**src/rtl/rat_io_pkg.sv**
```systemverilog
// Shared I/O map for the RAT MCU peripherals: colour/brightness/fade port IDs,
// the RGB triple type, the colour palette and the duty arithmetic helpers.
package rat_io_pkg;

  typedef struct packed {
    logic [7:0] r;
    logic [7:0] g;
    logic [7:0] b;
  } rgb_t;

  localparam int unsigned NUM_COLORS     = 10;
  localparam logic [7:0]  COLOR_FIRST_ID = 8'h95;
  localparam logic [7:0]  BRIGHT_ID      = 8'h9F;
  localparam logic [7:0]  FADE_ID        = 8'hA0;

  // Order: RED, BLUE, LIBLUE, LIGREEN, LIRED, YELLOW, PURPLE, GREEN, WHITE, BLACK
  localparam rgb_t PALETTE [NUM_COLORS] = '{
    '{r: 8'hFF, g: 8'h00, b: 8'h00},
    '{r: 8'h00, g: 8'h00, b: 8'hFF},
    '{r: 8'h40, g: 8'hC0, b: 8'hFF},
    '{r: 8'h80, g: 8'hFF, b: 8'h80},
    '{r: 8'hFF, g: 8'h60, b: 8'h60},
    '{r: 8'hFF, g: 8'hFF, b: 8'h00},
    '{r: 8'h80, g: 8'h00, b: 8'hFF},
    '{r: 8'h00, g: 8'hFF, b: 8'h00},
    '{r: 8'hFF, g: 8'hFF, b: 8'hFF},
    '{r: 8'h00, g: 8'h00, b: 8'h00}
  };

  // (pal * (bright + 1)) >> 8: bright = FF is transparent, bright = 00 gives 0.
  function automatic logic [7:0] scale_duty(input logic [7:0] pal, input logic [7:0] bright);
    logic [15:0] prod;
    prod = 16'(pal) * (16'(bright) + 16'd1);
    return prod[15:8];
  endfunction

  // Move cur toward tgt by at most step; step = 0 jumps straight to tgt.
  function automatic logic [7:0] fade_step(input logic [7:0] cur, input logic [7:0] tgt,
                                           input logic [7:0] step);
    logic [7:0] diff;
    diff = (cur < tgt) ? (tgt - cur) : (cur - tgt);
    if (step == 8'd0 || diff <= step) return tgt;
    return (cur < tgt) ? (cur + step) : (cur - step);
  endfunction

endpackage

```
**src/rtl/rgb_pwm_ctrl_if.sv**
```systemverilog
// MCU output-port bus: one-cycle strobed write of OUT_PORT to PORT_ID.
interface rgb_pwm_ctrl_if;
  logic [7:0] PORT_ID;
  logic [7:0] OUT_PORT;
  logic       IO_STRB;

  modport master (output PORT_ID, output OUT_PORT, output IO_STRB);
  modport slave  (input  PORT_ID, input  OUT_PORT, input  IO_STRB);
endinterface

```
**src/rtl/pwm_fade_chan.sv**
```systemverilog
// One LED channel: holds the current duty, fades it toward the target at each
// period boundary and compares it against the shared PWM counter.
module pwm_fade_chan
  import rat_io_pkg::*;
(
  input  logic       clk,
  input  logic       rst_n,
  input  logic       period_tick,
  input  logic [7:0] pwm_cnt,
  input  logic [7:0] target,
  input  logic [7:0] step,
  output logic       pwm_out,
  output logic       fading
);

  logic [7:0] duty_q, duty_d;
  logic       pwm_out_q, pwm_out_d;

  always_comb begin
    // NOTE: every always_comb output gets a default first so no path can infer a latch.
    duty_d = duty_q;
    if (period_tick) duty_d = fade_step(duty_q, target, step);
    // Compare against the next duty so the boundary cycle already uses the new value.
    pwm_out_d = (pwm_cnt < duty_d);
  end

  always_ff @(posedge clk or negedge rst_n) begin
    if (!rst_n) begin
      duty_q    <= 8'd0;
      pwm_out_q <= 1'b0;
    end else begin
      // NOTE: non-blocking assignments keep every flop sampling pre-edge values.
      duty_q    <= duty_d;
      pwm_out_q <= pwm_out_d;
    end
  end

  assign pwm_out = pwm_out_q;
  assign fading  = (duty_q != target);

endmodule

```
**src/rtl/rgb_pwm_ctrl.sv**
```systemverilog
// RGB LED PWM controller on the RAT MCU port bus: palette colour select,
// global brightness, per-period fading, and a shared prescaled 8-bit PWM counter.
module rgb_pwm_ctrl
  import rat_io_pkg::*;
#(
  parameter int unsigned PRESCALE = 196,
  parameter logic [7:0]  FIRST_ID = COLOR_FIRST_ID
) (
  input  logic          CLK,
  input  logic          RESET_N,
  rgb_pwm_ctrl_if.slave bus,
  output logic          RED,
  output logic          GREEN,
  output logic          BLUE,
  output logic          PERIOD_TICK,
  output logic          FADING
);

  localparam int unsigned PW = (PRESCALE > 1) ? $clog2(PRESCALE) : 1;

  logic [PW-1:0] presc_q, presc_d;
  logic [7:0]    cnt_q, cnt_d;
  logic          tick_q, tick_d;
  rgb_t          target_q, target_d;
  logic [7:0]    bright_q, bright_d;
  logic [7:0]    step_q, step_d;
  logic [7:0]    sel;
  logic          step_last;
  rgb_t          eff;
  logic          fade_r, fade_g, fade_b;

  always_comb begin
    step_last = (presc_q == PW'(PRESCALE - 1));
    presc_d   = step_last ? '0 : presc_q + 1'b1;
    cnt_d     = step_last ? cnt_q + 8'd1 : cnt_q;
    tick_d    = step_last && (cnt_q == 8'hFF);

    target_d  = target_q;
    bright_d  = bright_q;
    step_d    = step_q;
    sel       = bus.PORT_ID - FIRST_ID;
    if (bus.IO_STRB) begin
      if (bus.PORT_ID == BRIGHT_ID)    bright_d = bus.OUT_PORT;
      else if (bus.PORT_ID == FADE_ID) step_d   = bus.OUT_PORT;
      else if (sel < 8'(NUM_COLORS))
        target_d = (bus.OUT_PORT != 8'd0) ? PALETTE[sel[3:0]] : '0;
    end

    eff.r = scale_duty(target_q.r, bright_q);
    eff.g = scale_duty(target_q.g, bright_q);
    eff.b = scale_duty(target_q.b, bright_q);
  end

  always_ff @(posedge CLK or negedge RESET_N) begin
    if (!RESET_N) begin
      presc_q  <= '0;
      cnt_q    <= 8'd0;
      tick_q   <= 1'b0;
      target_q <= '0;
      bright_q <= 8'hFF;
      step_q   <= 8'd0;
    end else begin
      presc_q  <= presc_d;
      cnt_q    <= cnt_d;
      tick_q   <= tick_d;
      target_q <= target_d;
      bright_q <= bright_d;
      step_q   <= step_d;
    end
  end

  // Channels see the registered target/STEP/BRIGHT, so a write on the tick cycle lands next period.
  pwm_fade_chan u_chan_r (
    .clk(CLK), .rst_n(RESET_N), .period_tick(tick_q), .pwm_cnt(cnt_q),
    .target(eff.r), .step(step_q), .pwm_out(RED), .fading(fade_r)
  );

  pwm_fade_chan u_chan_g (
    .clk(CLK), .rst_n(RESET_N), .period_tick(tick_q), .pwm_cnt(cnt_q),
    .target(eff.g), .step(step_q), .pwm_out(GREEN), .fading(fade_g)
  );

  pwm_fade_chan u_chan_b (
    .clk(CLK), .rst_n(RESET_N), .period_tick(tick_q), .pwm_cnt(cnt_q),
    .target(eff.b), .step(step_q), .pwm_out(BLUE), .fading(fade_b)
  );

  assign PERIOD_TICK = tick_q;
  assign FADING      = fade_r | fade_g | fade_b;

endmodule
```
**src/flat_wrapper.sv**
```systemverilog
// flat-port wrapper written by rule: the top's interface ports become plain ports
module rgb_pwm_ctrl_flat import rat_io_pkg::*;
#(
  parameter int unsigned PRESCALE = 196,
  parameter logic [7:0]  FIRST_ID = COLOR_FIRST_ID
)
  (CLK, RESET_N, RED, GREEN, BLUE, PERIOD_TICK, FADING, bus_PORT_ID, bus_OUT_PORT, bus_IO_STRB);
  rgb_pwm_ctrl_if bus_i ();
  input  logic CLK;
  input  logic RESET_N;
  output logic RED;
  output logic GREEN;
  output logic BLUE;
  output logic PERIOD_TICK;
  output logic FADING;
  input wire logic [$bits(bus_i.PORT_ID)-1:0] bus_PORT_ID;
  input wire logic [$bits(bus_i.OUT_PORT)-1:0] bus_OUT_PORT;
  input wire logic [$bits(bus_i.IO_STRB)-1:0] bus_IO_STRB;
  assign bus_i.PORT_ID = bus_PORT_ID;
  assign bus_i.OUT_PORT = bus_OUT_PORT;
  assign bus_i.IO_STRB = bus_IO_STRB;
  rgb_pwm_ctrl #(.PRESCALE(PRESCALE), .FIRST_ID(FIRST_ID)) u_core (.CLK(CLK), .RESET_N(RESET_N), .bus(bus_i), .RED(RED), .GREEN(GREEN), .BLUE(BLUE), .PERIOD_TICK(PERIOD_TICK), .FADING(FADING));
endmodule
```
**config.mk**
```make
export PLATFORM = sky130hd
export DESIGN_NAME = rgb_pwm_ctrl_flat
export DESIGN_NICKNAME = d
export VERILOG_FILES = /design/src/rtl/rat_io_pkg.sv /design/src/rtl/rgb_pwm_ctrl_if.sv /design/src/rtl/pwm_fade_chan.sv /design/src/rtl/rgb_pwm_ctrl.sv /design/src/flat_wrapper.sv
export SDC_FILE = /design/constraint.sdc
export NUM_CORES = 1
export LEC_CHECK = 0
export CELL_PAD_IN_SITES_DETAIL_PLACEMENT = 1
export CELL_PAD_IN_SITES_GLOBAL_PLACEMENT = 1
export CORE_UTILIZATION = 45
export DETAILED_ROUTE_END_ITERATION = 12
export GPL_TIMING_DRIVEN = 0
export PLACE_DENSITY = 0.87
export SETUP_SLACK_MARGIN = 0.2
export SLEW_MARGIN = 0
export SYNTH_ARGS = -nofsm -noshare
export SYNTH_HDL_FRONTEND = slang
export SYNTH_HIERARCHICAL = 1
export SYNTH_SLANG_ARGS = --single-unit
export TNS_END_PERCENT = 1
```
**constraint.sdc**
```tcl
create_clock -name CLK -period 18.2 [get_ports CLK]
set_input_delay 1.82 -clock CLK [delete_from_list [all_inputs] [get_ports CLK]]
set_output_delay 1.82 -clock CLK [all_outputs]
set_load 0.05 [all_outputs]
```
* Word-level counts from Yosys, hierarchy flattened *
Memory sizes are Yosys's and may differ from the RTL's.
Index checks and enable logic that the tools add are counted.

storage, ports and cells
  register bits = 84
  memory bits (read-only) = 384
  bits of input ports = 19
  output and inout bits = 5
  word-level logic and storage cells = 91
  memories = 1

memories
  memory           depth  width  read ports  clocked after memory_dff  write ports  line                text
  (no name shown)  16     24     1           0                         0            rgb_pwm_ctrl.sv:46  target_d = (bus.OUT_PORT != 8'd0) ? PALETTE[sel[3:0]] : '0;

cells by class
  add/sub/neg operators = 16
  multiply operators = 3
  magnitude comparators = 11
  equal/unequal tests = 7
  multiplexer cells = 25
  bitwise gates (word level) = 5
  reductions and logical operators = 9

operators by type and width
  operator             number
  $mux 8               16
  $mux 24              3
  $sub 8x8->8          9
  $lt 8x8->1           6
  $mul 8x16->16        3
  $eq 8x8->1 const B   4
  $add 8x8->8          3
  $le 8x8->1           3
  $ne 8x8->1           3
  $add 8x1->8 const B  2
  $add 8x1->9 const B  1
  $logic_not 8->1      1
  $lt 8x4->1 const B   1
  $reduce_bool 8->1    1
  $sub 8x8->8 const B  1
  $mux 1               6
  $ge 5x5->1 const B   1
  $not 4->5            1
  $reduce_and 4->1     1
  $logic_or 1x1->1     3
  $reduce_and 3->1     1
  $not 1->1            2
  $or 1x1->1           2
  $reduce_and 2->1     1
  $logic_and 1x1->1    1

* Depth between registers and ports, before layout *
  depth after elaboration = 11
  gate-level depth with buffers = 43
  gate-level depth less buffers = 40

* Cells and area by module *
Netlist, hierarchy kept.

by module, submodules not included
  module                                times used  cells each  area each (um^2)  sequential area each (um^2)
  rgb_pwm_ctrl                          1           913         8274.2            1086.0
  pwm_fade_chan at u_core.u_chan_b ...  2           244         1978.1            225.2
  pwm_fade_chan at u_core.u_chan_g      1           242         1988.2            225.2

* Least setup slack after synthesis *
Ideal clock, no wire load.

  kind = reg2reg
  start point = reg u_core.bright_q[3]
  end point = reg u_core.u_chan_g.pwm_out_q, in the netlist u_core/u_chan_g/pwm_out
  setup time = 64 ps
  data arrival time = 9656 ps
  data required time = 18136 ps
  path slack = 8479 ps
  cell stages (with the launch flop) = 40
  buffers on the path = 2
  period minus slack after synthesis = 9721 ps
  cell sequence = dfstp_2 and4_1 buf_2 nand4_1 xnor2_1 nand2_1 fa_1 inv_1 fa_1 fa_1 inv_1 fa_1 inv_1 ha_1 and3_1 a22o_1 or3_1 o221ai_1 [... 4 more ...] o21bai_2 nor2_2 mux2_4 a221oi_2 xnor2_1 ha_1 nand4_1 o211ai_2 o31ai_2 or2_1 buf_6 or4_4 and3_1 ha_1 a21o_1 a211oi_1 o31a_1 a31o_2

RTL lines
  element                 line                 text
  start, declared         rgb_pwm_ctrl.sv:25   logic [7:0] bright_q, bright_d;
  start signal, assigned  rgb_pwm_ctrl.sv:67   bright_q <= bright_d;
  end signal, assigned    pwm_fade_chan.sv:34  pwm_out_q <= pwm_out_d;
  end, declared           pwm_fade_chan.sv:17  logic pwm_out_q, pwm_out_d;

==> flow_summary.toml <==
[outcome]
status = "finished, violations left"
violations = "DRC"

[routing]
vias = 12534
finalWirelength_um = 44300
routed.top_layer = "met4"
drtIter0Drc = 641
drc_errors = 2
antenna_left = 0
routedWlPerCell_um = 21.3
wl_met3_um = 1950
dr_wl_met2_um = 22000
routed_via_density = 6.03
wl_met1_um = 18000
firstDrtPassIters = 9

[worst_setup_path]
worst-path-stages = 41
path_class = "reg -> reg"
crit_start = "u_core/bright_q[2]"
crit_buf_inv = 7
cp-start-kind = "register"
crit_family = "adder cells"
crit_path_max_fanout = 10
worstSetupEndpointType = "register"
crit_slowest_cell = "xnor2_1"
cp_slowest_stage_delay_ns = 1.08
r2r-start = "u_core/bright_q[2]"
arrival_ns = 12.51
endpoint = "u_core/u_chan_g/pwm_out"
rr_worst_depth = 41
r2r-end = "u_core/u_chan_g/pwm_out"
worst_ep_required_time_ns = 18.50
r2r_slack_ns = 5.99

[logic_synthesis]
syn_area_mm2 = 0.0142
yosysUniqueCellTypes = 89
synth.avg_cell_area_um2 = 8.65
yosysSeqAreaShare_pct = 12.4
synth_seq_cells = 70
yosys_warnings = 6
syn_inst = 1643
synth_ff_type = "dfrtp_1"
synthArstFlopShare_pct = 100
synth-edff-count = 0
syn-num-nets = 2002

[timing]
min_period_over_period_pct = 67.1
max_freq_mhz = 81.9
hold_viol = 0
finalSetupViolCount = 0
tns_ns = 0
maxSlewHeadroom_pct = 6.91
slew_viol_final = 0
fin_crit_ns = 12.21
rsz0062_at_grt = "false"
hold_slack_ns = 0.468
clock_skew_ns = 0.0131
worst_pin_slew_ns = 1.39
fin_ws_ns = 5.99

[floorplan]
io_pins = 24
start_util_pct = 46.1
dieArea_mm2 = 0.0323
die_y_um = 180
die_x_um = 180
rows = 64
core_mm2 = 0.0308

[final_layout]
fin_nets = 2037
area_growth_pct = 7.31
finalNonFillerCells = 2079
final_design_area_no_fill_mm2 = 0.0153
diodes = 0
drive_above_1_share_pct = 8.14

[power_and_ir_drop]
clockPowerShare_pct = 12.8
pwr-share-seq_pct = 13.0
ir_drop_mv = 0.0588
p_per_area_mw_per_mm2 = 93.0
p_int_w = 0.000680
switchingPower_w = 0.000739
p_leak_nw = 7.77
switching_share_pct = 52.1
p_comb_share_pct = 74.2

[cts]
htreeDepth = 3
clk_path_buf_depth = 2
clock_sinks = 70
postCtsSetupRepairBufs = 0
clkTransAtPathRegs_ns = 0.06
cts_tree = "done"
root_buffer = "clkbuf_16"
cts_resized = 0
cts_buffers = 9
clkLatencyLatePin_ns = 0.36
cts_hold_buffers = 0

[place]
place_ws_ns = 6.59
dp.cells = 2063
gp_congestion = 0.885
port_buffers = 23
dpl.hpwl_um = 33900
place_area_mm2 = 0.0150

[flow_run]
cap_violations = 0

[global_routing]
grt_pass1_wl_um = 72900
antenna_found_initial = 0
grt_usage_pct = 28.1
grt_max_degree = 59
overflow = 0
grt_pass1_vias = 13927

[min_path]
min_path_type = "reg -> reg"
[cell type report]
cell class                      instances  area, µm²
Buffer                                 45        226
Clock buffer                            9        225
Clock inverter                          7       63.8
Fill cell                            3630      15600
Inverter                              271       1020
Multi-Input combinational cell       1257      11200
Sequential cell                        70       1760
Tap cell                              396        495
Timing Repair Buffer                   24        255
[worst min-delay path by stage]
stage                            startpoint                end  slack, ns  cells past startpoint
after global placement    u_core/presc_q[0]  u_core/presc_q[0]       0.45                      1
final                     u_core/presc_q[0]  u_core/presc_q[0]       0.47                      1
after CTS                 u_core/presc_q[0]  u_core/presc_q[0]       0.47                      1
after detailed placement  u_core/presc_q[0]  u_core/presc_q[0]       0.46                      1
after floorplan           u_core/presc_q[0]  u_core/presc_q[0]       0.43                      1
after global routing      u_core/presc_q[0]  u_core/presc_q[0]       0.48                      1
[per-stage QoR]
stage          utilization [%]  total power, W
2_1_floorplan                -        0.000932
3_3_place_gp              48.5         0.00113
3_5_place_dp              48.6         0.00120
4_1_cts                   49.5         0.00141
5_1_grt                   49.5         0.00153
6_report                  49.5         0.00142
[Yosys cell counts (26+ instances only)]
| cell type | instances | area (µm²) |
|---|---|---|
| nand2_1 | 99 | 372 |
| o21ai_0 | 59 | 295 |
| clkbuf_1 | 26 | 97.6 |
| and2_1 | 50 | 313 |
| nand3_1 | 34 | 170 |
| inv_1 | 270 | 1010 |
| nor2_1 | 79 | 297 |
| a21o_1 | 38 | 285 |
| fa_1 | 108 | 2160 |
| mux2_2 | 31 | 349 |
| dfrtp_1 | 62 | 1550 |
| ha_1 | 232 | 2900 |
| xnor2_1 | 84 | 736 |
| a21oi_1 | 82 | 410 |
[cells in the final DEF, fill, tap and decap left out, types with 8 or more instances in the layout]
cell             instances
fa_1                   108
and3_1                  16
or3_1                   15
dfrtp_1                 62
a21oi_1                 82
clkbuf_1                26
mux2_2                  31
dfstp_2                  8
a31o_2                  10
o21ai_0                 59
inv_1                  270
nor3_1                  17
o21a_1                   9
mux2i_1                 17
ha_1                   232
nor2_1                  79
nand3_1                 34
clkbuf_16                9
nand2_1                 99
a211oi_1                10
nor4_1                  13
o31a_1                   9
clkdlybuf4s50_1         22
nand4_1                 24
nor2b_1                 20
a21o_1                  38
xor2_1                  20
nand2b_1                10
and2_1                  50
xnor2_1                 84
[per-layer routing]
metal  vias to the layer above  track usage (%)
met1                      6338             32.8
met2                       342             50.0
met5                         -                0
li1                       5697                -
met3                       157             3.93
met4                         0             14.9
[cell families (layout without fill, tap and decap cells)]
| group | count (synthesis) | in the layout | share of synthesized area [%] |
|---|---|---|---|
| multiplexers | 54 | 54 | 4.29 |
| AO/OA/AOI/OAI | 337 | 337 | 16.8 |
| adder cells (fa/ha/maj) | 343 | 343 | 35.8 |
| XOR/XNOR | 107 | 107 | 6.79 |
| buffers and inverters | 316 | 356 | 8.75 |
| flip-flops | 70 | 70 | 12.4 |
| AND/OR/NAND/NOR | 416 | 416 | 15.1 |
[power groups by stage]
stage	Sequential, W	Combinational (W)	Clock [W]
final	0.000185	0.00105	0.000181
after floorplan	0.000190	0.000742	0
after CTS	0.000184	0.00104	0.000184
after global placement	0.000186	0.000948	0
after global routing	0.000186	0.00115	0.000189
after detailed placement	0.000187	0.00101	0
[worst reg2reg max path: cells and delay by family, from the launching register on]
kind / cells / cell delay (ns)
DFF: 1 / 0.62
adders and majority gates: 8 / 3.61
muxes: 2 / 0.50
AOI/OAI and AO/OA: 14 / 3.24
and+or+nand+nor: 9 / 2.28
buffers and inverters: 7 / 0.80
xor gates and xnor gates: 1 / 1.08
[state kept, by name, indices dropped and copies added, names as in the netlist]
name / count
u_core/target_q: 10
u_core/u_chan_r/duty_q: 8
u_core/u_chan_b/pwm_out: 1
u_core/step_q: 8
u_core/u_chan_g/duty_q: 8
u_core/PERIOD_TICK: 1
u_core/u_chan_g/pwm_out: 1
u_core/presc_q: 8
u_core/u_chan_r/pwm_out: 1
u_core/u_chan_b/duty_q: 8
u_core/cnt_q: 8
u_core/bright_q: 8
(Power assumes the default switching activity.)
